$ cat src/rtl/seg7_scan_ctrl_if.sv
// seg7_scan_ctrl_if: display-side bundle of the 7-segment scan controller.
interface seg7_scan_ctrl_if #(
    parameter int NUM_DIGITS = 4
);
    logic                    en;
    logic                    load;
    logic [4*NUM_DIGITS-1:0] value;
    logic                    upd_ack;
    logic [3:0]              digit_bcd;
    logic [7:0]              seg_in;
    logic [7:0]              seg_out;
    logic [NUM_DIGITS-1:0]   an;
    modport master (output en, load, value, seg_in, input upd_ack, digit_bcd, seg_out, an);
    modport slave (input en, load, value, seg_in, output upd_ack, digit_bcd, seg_out, an);
endinterface

$ cat src/rtl/seg7_scan_ctrl.sv
// seg7_scan_ctrl: multiplexed 7-segment scan with frame-synchronous double-buffered updates.
// Define SEG7_LZ_BLANK_EN to blank leading-zero digits (digit 0 always shown).
module seg7_scan_ctrl #(
    parameter int NUM_DIGITS  = 4,
    parameter int REFRESH_DIV = 50000,
    parameter int DEAD_CYCLES = 2
) (
    input logic             clk,
    input logic             resetn,
    seg7_scan_ctrl_if.slave bus
);
    localparam int CW = $clog2(REFRESH_DIV);
    localparam int IW = NUM_DIGITS > 1 ? $clog2(NUM_DIGITS) : 1;
    localparam int VW = 4 * NUM_DIGITS;

    logic [CW-1:0]         div_cnt;
    logic [IW-1:0]         idx;
    logic [VW-1:0]         active;
    logic [VW-1:0]         pending;
    logic                  pend_flag;
    logic                  slot_end;
    logic                  frame_end;
    logic                  commit;
    logic                  dark;
    logic [NUM_DIGITS-1:0] blank;

    assign slot_end      = div_cnt == CW'(REFRESH_DIV - 1);
    assign frame_end     = slot_end && idx == IW'(NUM_DIGITS - 1);
    assign commit        = bus.en && frame_end && pend_flag;
    assign bus.digit_bcd = active[4*idx +: 4];

`ifdef SEG7_LZ_BLANK_EN
    // Scan from the most significant digit down; blank while every nibble so far is zero.
    always_comb begin
        logic z;
        z = 1'b1;
        blank = '0;
        for (int i = NUM_DIGITS - 1; i > 0; i--) begin
            z = z && active[4*i +: 4] == 4'd0;
            blank[i] = z;
        end
    end
`else
    assign blank = '0;
`endif

    assign dark = !bus.en || div_cnt < CW'(DEAD_CYCLES) || blank[idx];

    always_ff @(posedge clk) begin
        if (!resetn) begin
            div_cnt     <= '0;
            idx         <= '0;
            active      <= '0;
            pending     <= '0;
            pend_flag   <= 1'b0;
            bus.upd_ack <= 1'b0;
            bus.an      <= '1;
            bus.seg_out <= 8'hFF;
        end else begin
            bus.upd_ack <= commit;
            if (bus.load) pending <= bus.value;
            // A load coinciding with a commit re-arms the flag for the new value.
            pend_flag <= bus.load || (pend_flag && !commit);
            if (commit) active <= pending;
            if (bus.en) begin
                div_cnt <= slot_end ? '0 : div_cnt + 1'b1;
                if (slot_end) idx <= frame_end ? '0 : idx + 1'b1;
            end
            bus.an      <= dark ? '1 : ~(NUM_DIGITS'(1) << idx);
            bus.seg_out <= dark ? 8'hFF : bus.seg_in;
        end
    end
endmodule

$ cat src/flat_wrapper.sv
// flat-port wrapper written by rule: the top's interface ports become plain ports
module seg7_scan_ctrl_flat 
#(
    parameter int NUM_DIGITS  = 4,
    parameter int REFRESH_DIV = 50000,
    parameter int DEAD_CYCLES = 2
)
  (clk, resetn, bus_en, bus_load, bus_value, bus_seg_in, bus_upd_ack, bus_digit_bcd, bus_seg_out, bus_an);
  seg7_scan_ctrl_if #(.NUM_DIGITS(NUM_DIGITS)) bus_i ();
  input logic clk;
  input logic resetn;
  input wire logic [$bits(bus_i.en)-1:0] bus_en;
  input wire logic [$bits(bus_i.load)-1:0] bus_load;
  input wire logic [$bits(bus_i.value)-1:0] bus_value;
  input wire logic [$bits(bus_i.seg_in)-1:0] bus_seg_in;
  output wire logic [$bits(bus_i.upd_ack)-1:0] bus_upd_ack;
  output wire logic [$bits(bus_i.digit_bcd)-1:0] bus_digit_bcd;
  output wire logic [$bits(bus_i.seg_out)-1:0] bus_seg_out;
  output wire logic [$bits(bus_i.an)-1:0] bus_an;
  assign bus_i.en = bus_en;
  assign bus_i.load = bus_load;
  assign bus_i.value = bus_value;
  assign bus_i.seg_in = bus_seg_in;
  assign bus_upd_ack = bus_i.upd_ack;
  assign bus_digit_bcd = bus_i.digit_bcd;
  assign bus_seg_out = bus_i.seg_out;
  assign bus_an = bus_i.an;
  seg7_scan_ctrl #(.NUM_DIGITS(NUM_DIGITS), .REFRESH_DIV(REFRESH_DIV), .DEAD_CYCLES(DEAD_CYCLES)) u_core (.clk(clk), .resetn(resetn), .bus(bus_i));
endmodule
$ cat config.mk
export PLATFORM = sky130hd
export DESIGN_NAME = seg7_scan_ctrl_flat
export DESIGN_NICKNAME = d
export VERILOG_FILES = /design/src/rtl/seg7_scan_ctrl_if.sv /design/src/rtl/seg7_scan_ctrl.sv /design/src/flat_wrapper.sv
export SDC_FILE = /design/constraint.sdc
export NUM_CORES = 1
export LEC_CHECK = 0
export CORE_UTILIZATION = 47
export DETAILED_ROUTE_END_ITERATION = 7
export PLACE_DENSITY = 0.75
export REMOVE_ABC_BUFFERS = 1
export SLEW_MARGIN = 25
export SYNTH_ARGS = -nofsm -noshare
export SYNTH_HDL_FRONTEND = slang
export SYNTH_SLANG_ARGS = --single-unit
$ cat constraint.sdc
create_clock -name clk -period 2 [get_ports clk]
set_clock_uncertainty 0.2 [all_clocks]
set_input_delay 0.2 -clock clk [delete_from_list [all_inputs] [get_ports clk]]
set_output_delay 0.2 -clock clk [all_outputs]
set_load 0.02 [all_outputs]
==> flow_summary.ini <==
[finish]
final_common_cell = dfxtp_1
ff_latch_area_um2 = 1290
mostFrequentLayoutCells = dfxtp_1 (62), clkdlybuf4s50_1 (40), nor2_1 (30)
area_growth_pct = 32.8
nFillCells = 433
num_antenna_cells = 0
nets = 368
drive_gt1_share_pct = 15.6
multi_input_area_um2 = 1240

[clock_network]
cts_buffers = 9
cts_buffer_depth = 2
cts_hold_buf = 0
htreeDepth = 3
tritoncts = yes
clock-sinks = 64
clockRootBuffer = clkbuf_8
clock_latency_ns = 0.33
path_clk_slew_ns = 0.06

[worst_setup_path]
reg2regPathDepth = 4
slowest_delay_ns = 0.50
end_kind = primary output
worstSetupPathType = reg2out
worstPathRequired_ns = 1.60
cp_max_fo = 5
startpoint = u_core.idx[0]
cp-start-kind = flop
rr_startpoint = u_core.div_cnt[3]
critPathArrivalTime_ns = 1.55
cp_slowest_cell = mux4_2
path_cells = mux4_2, dlygate4sd2_1

[global_route]
first_global_vias = 2085
met1_usage_pct = 25.2
gr-usage-met3_pct = 5.15
grt_max_degree = 26
grt-ovfl-total = 0
grt_pass1_wl_mm = 9.33
antenna_found_initial = 0
gr-max-usage-layer = met2
grt_use_met2_pct = 33.2
track_usage_pct = 20.2

[routing]
first_pass_iters = 5
drt_wl_total_mm = 5.38
wl_per_cell_um = 13.1
ant_nets = 0
first_iter_violations = 104
via_per_inst = 5.21
vias = 2135
drc = 0

[floorplanning]
row_count = 26
core_um2 = 5240
die_y_um = 76.5
dieArea_um2 = 5850
die_w_um = 76.5
pin_count = 45
initial_core_util_pct = 49.8

[power]
power.density_nw_per_um2 = 741
power_uw = 2570
cell_internal_pwr_uw = 2030
power.switching_uw = 531
swShare_pct = 20.7
comb_power_share_pct = 5.9
leakage_uw = 0.00131
p_seq_share_pct = 51.4
clkPwrFrac_pct = 42.7
ir_worst_vdd_uv = 494

[timing]
drv_slew = 0
fmax_mhz = 512
grt_setup_unrepaired = false
fin_crit_ns = 1.95
finalCritPeriodShare_pct = 97.7
fin_ws_ns = 0.0451
slew-limit-headroom_pct = 62.6
hold_slack_ns = 0.224
setup_viol = 0
hold_viol = 0
fin_setup_tns_ns = 0
worst_pin_slew_ns = 0.560

[yosys]
ys_ff_latch = 64
yosysSeqAreaShare_pct = 49.1
syn_area_per_cell_um2 = 9.56
netlist_instances = 273
synthesis.area_um2 = 2610
synthDistinctLibCells = 34
ys_warn_count = 0

[placed_design]
gp_congestion = 0.829
port_buffers = 44
dp_slack_ns = -0.246
hpwl_mm = 3.70

[hold_path]
hp-class = in2reg
hold-path-cell-count = 2
min-delay-start = bus_seg_in[3]

[run]
drv_cap = 0

[run_status]
outcome = finished, final reports clean
==> state kept, by name, indices dropped and copies added (netlist names) <==
name	flops
u_core.active	16
u_core.div_cnt	16
u_core.pending	16
u_core.bus.seg_out	8
u_core.bus.an	4
u_core.idx	2
u_core.bus.upd_ack	1
u_core.pend_flag	1
==> per-stage QoR <==
| stage | std cells | util, % | instance area (um2) |
|---|---|---|---|
| CTS | 410 | 65.9 | 3450 |
| floorplan | 254 | - | 2530 |
| global route | 410 | 66.1 | 3460 |
| detailed placement | 394 | 62.1 | 3250 |
| global placement | 394 | 62.1 | 3250 |
| finish | 410 | 66.1 | 3460 |
==> power groups by stage <==
stage	clock network, uW	logic (uW)	registers, uW
5_1_grt	1180	169	1320
3_3_place_gp	0	150	1350
4_1_cts	1110	153	1320
6_report	1090	152	1320
2_1_floorplan	0	57.2	1350
3_5_place_dp	0	152	1350
==> critical path, delay by kind of cell, from the launching register on <==
family	cells	cell delay [ns]
flops	1	0.40
mux	1	0.50
buf+inv	1	0.33
==> what timing repair did <==
action	4_1_cts	5_1_grt
pin swaps	0	0
setup buffers	0	0
endpoints found under the setup margin	4	14
resized for setup	6	6
==> metal layers <==
layer,vias up,wire [um]
met2,53,2530
met4,0,95
li1,1091,-
met5,-,0
met1,979,2550
met3,12,214
==> cells by family (layout without fill, tap and decap cells) <==
logic type / Yosys count / in the layout / synth area share [%]
xor+xnor: 12 / 12 / 4.03
mux: 21 / 21 / 9.98
compound gates: 46 / 46 / 9.21
flops: 64 / 64 / 49.1
fa+ha+maj: 5 / 5 / 2.40
simple gates: 101 / 101 / 21.5
buf+inv: 24 / 91 / 3.79
==> final cells by class <==
type	instances	area share (%)
flip-flops and latches	64	37.1
multi-input cells	185	35.7
repair buffers	70	18.3
clock buffers	13	4.59
well taps	70	2.53
clock inverters	3	1.16
inverters	5	0.542
==> synthesized netlist by cell type (all sizes together) <==
library cell,count,area (um2)
or4,2,18.8
and4,4,35.0
and3,2,13.8
nand2b,8,50.1
xor2,5,43.8
mux4,4,90.1
or3,2,12.5
a31oi,1,6.26
clkbuf,12,45.0
o31a,1,8.76
ha,5,62.6
buf,7,35.0
nor3,4,20.0
o31ai,1,7.51
xnor2,7,61.3
dfxtp,64,1280
nand3,12,72.6
o21a,1,7.51
nor4,5,46.3
clkinv,1,3.75
and2,2,12.5
o21ai,21,105
a21oi,21,105
inv,4,15.0
nand2,11,41.3
nor2,30,113
nand4,19,125
mux2i,17,170
==> worst paths after layout <==
path                                               to  slack [ns]
worst min-delay path            u_core.bus.seg_out[3]        0.22
worst max register to register     u_core.div_cnt[15]        0.13
worst max-delay path                 bus_digit_bcd[3]        0.05
worst min register to register      u_core.active[10]        0.28
Note: power is estimated with default switching activity, not from simulation.
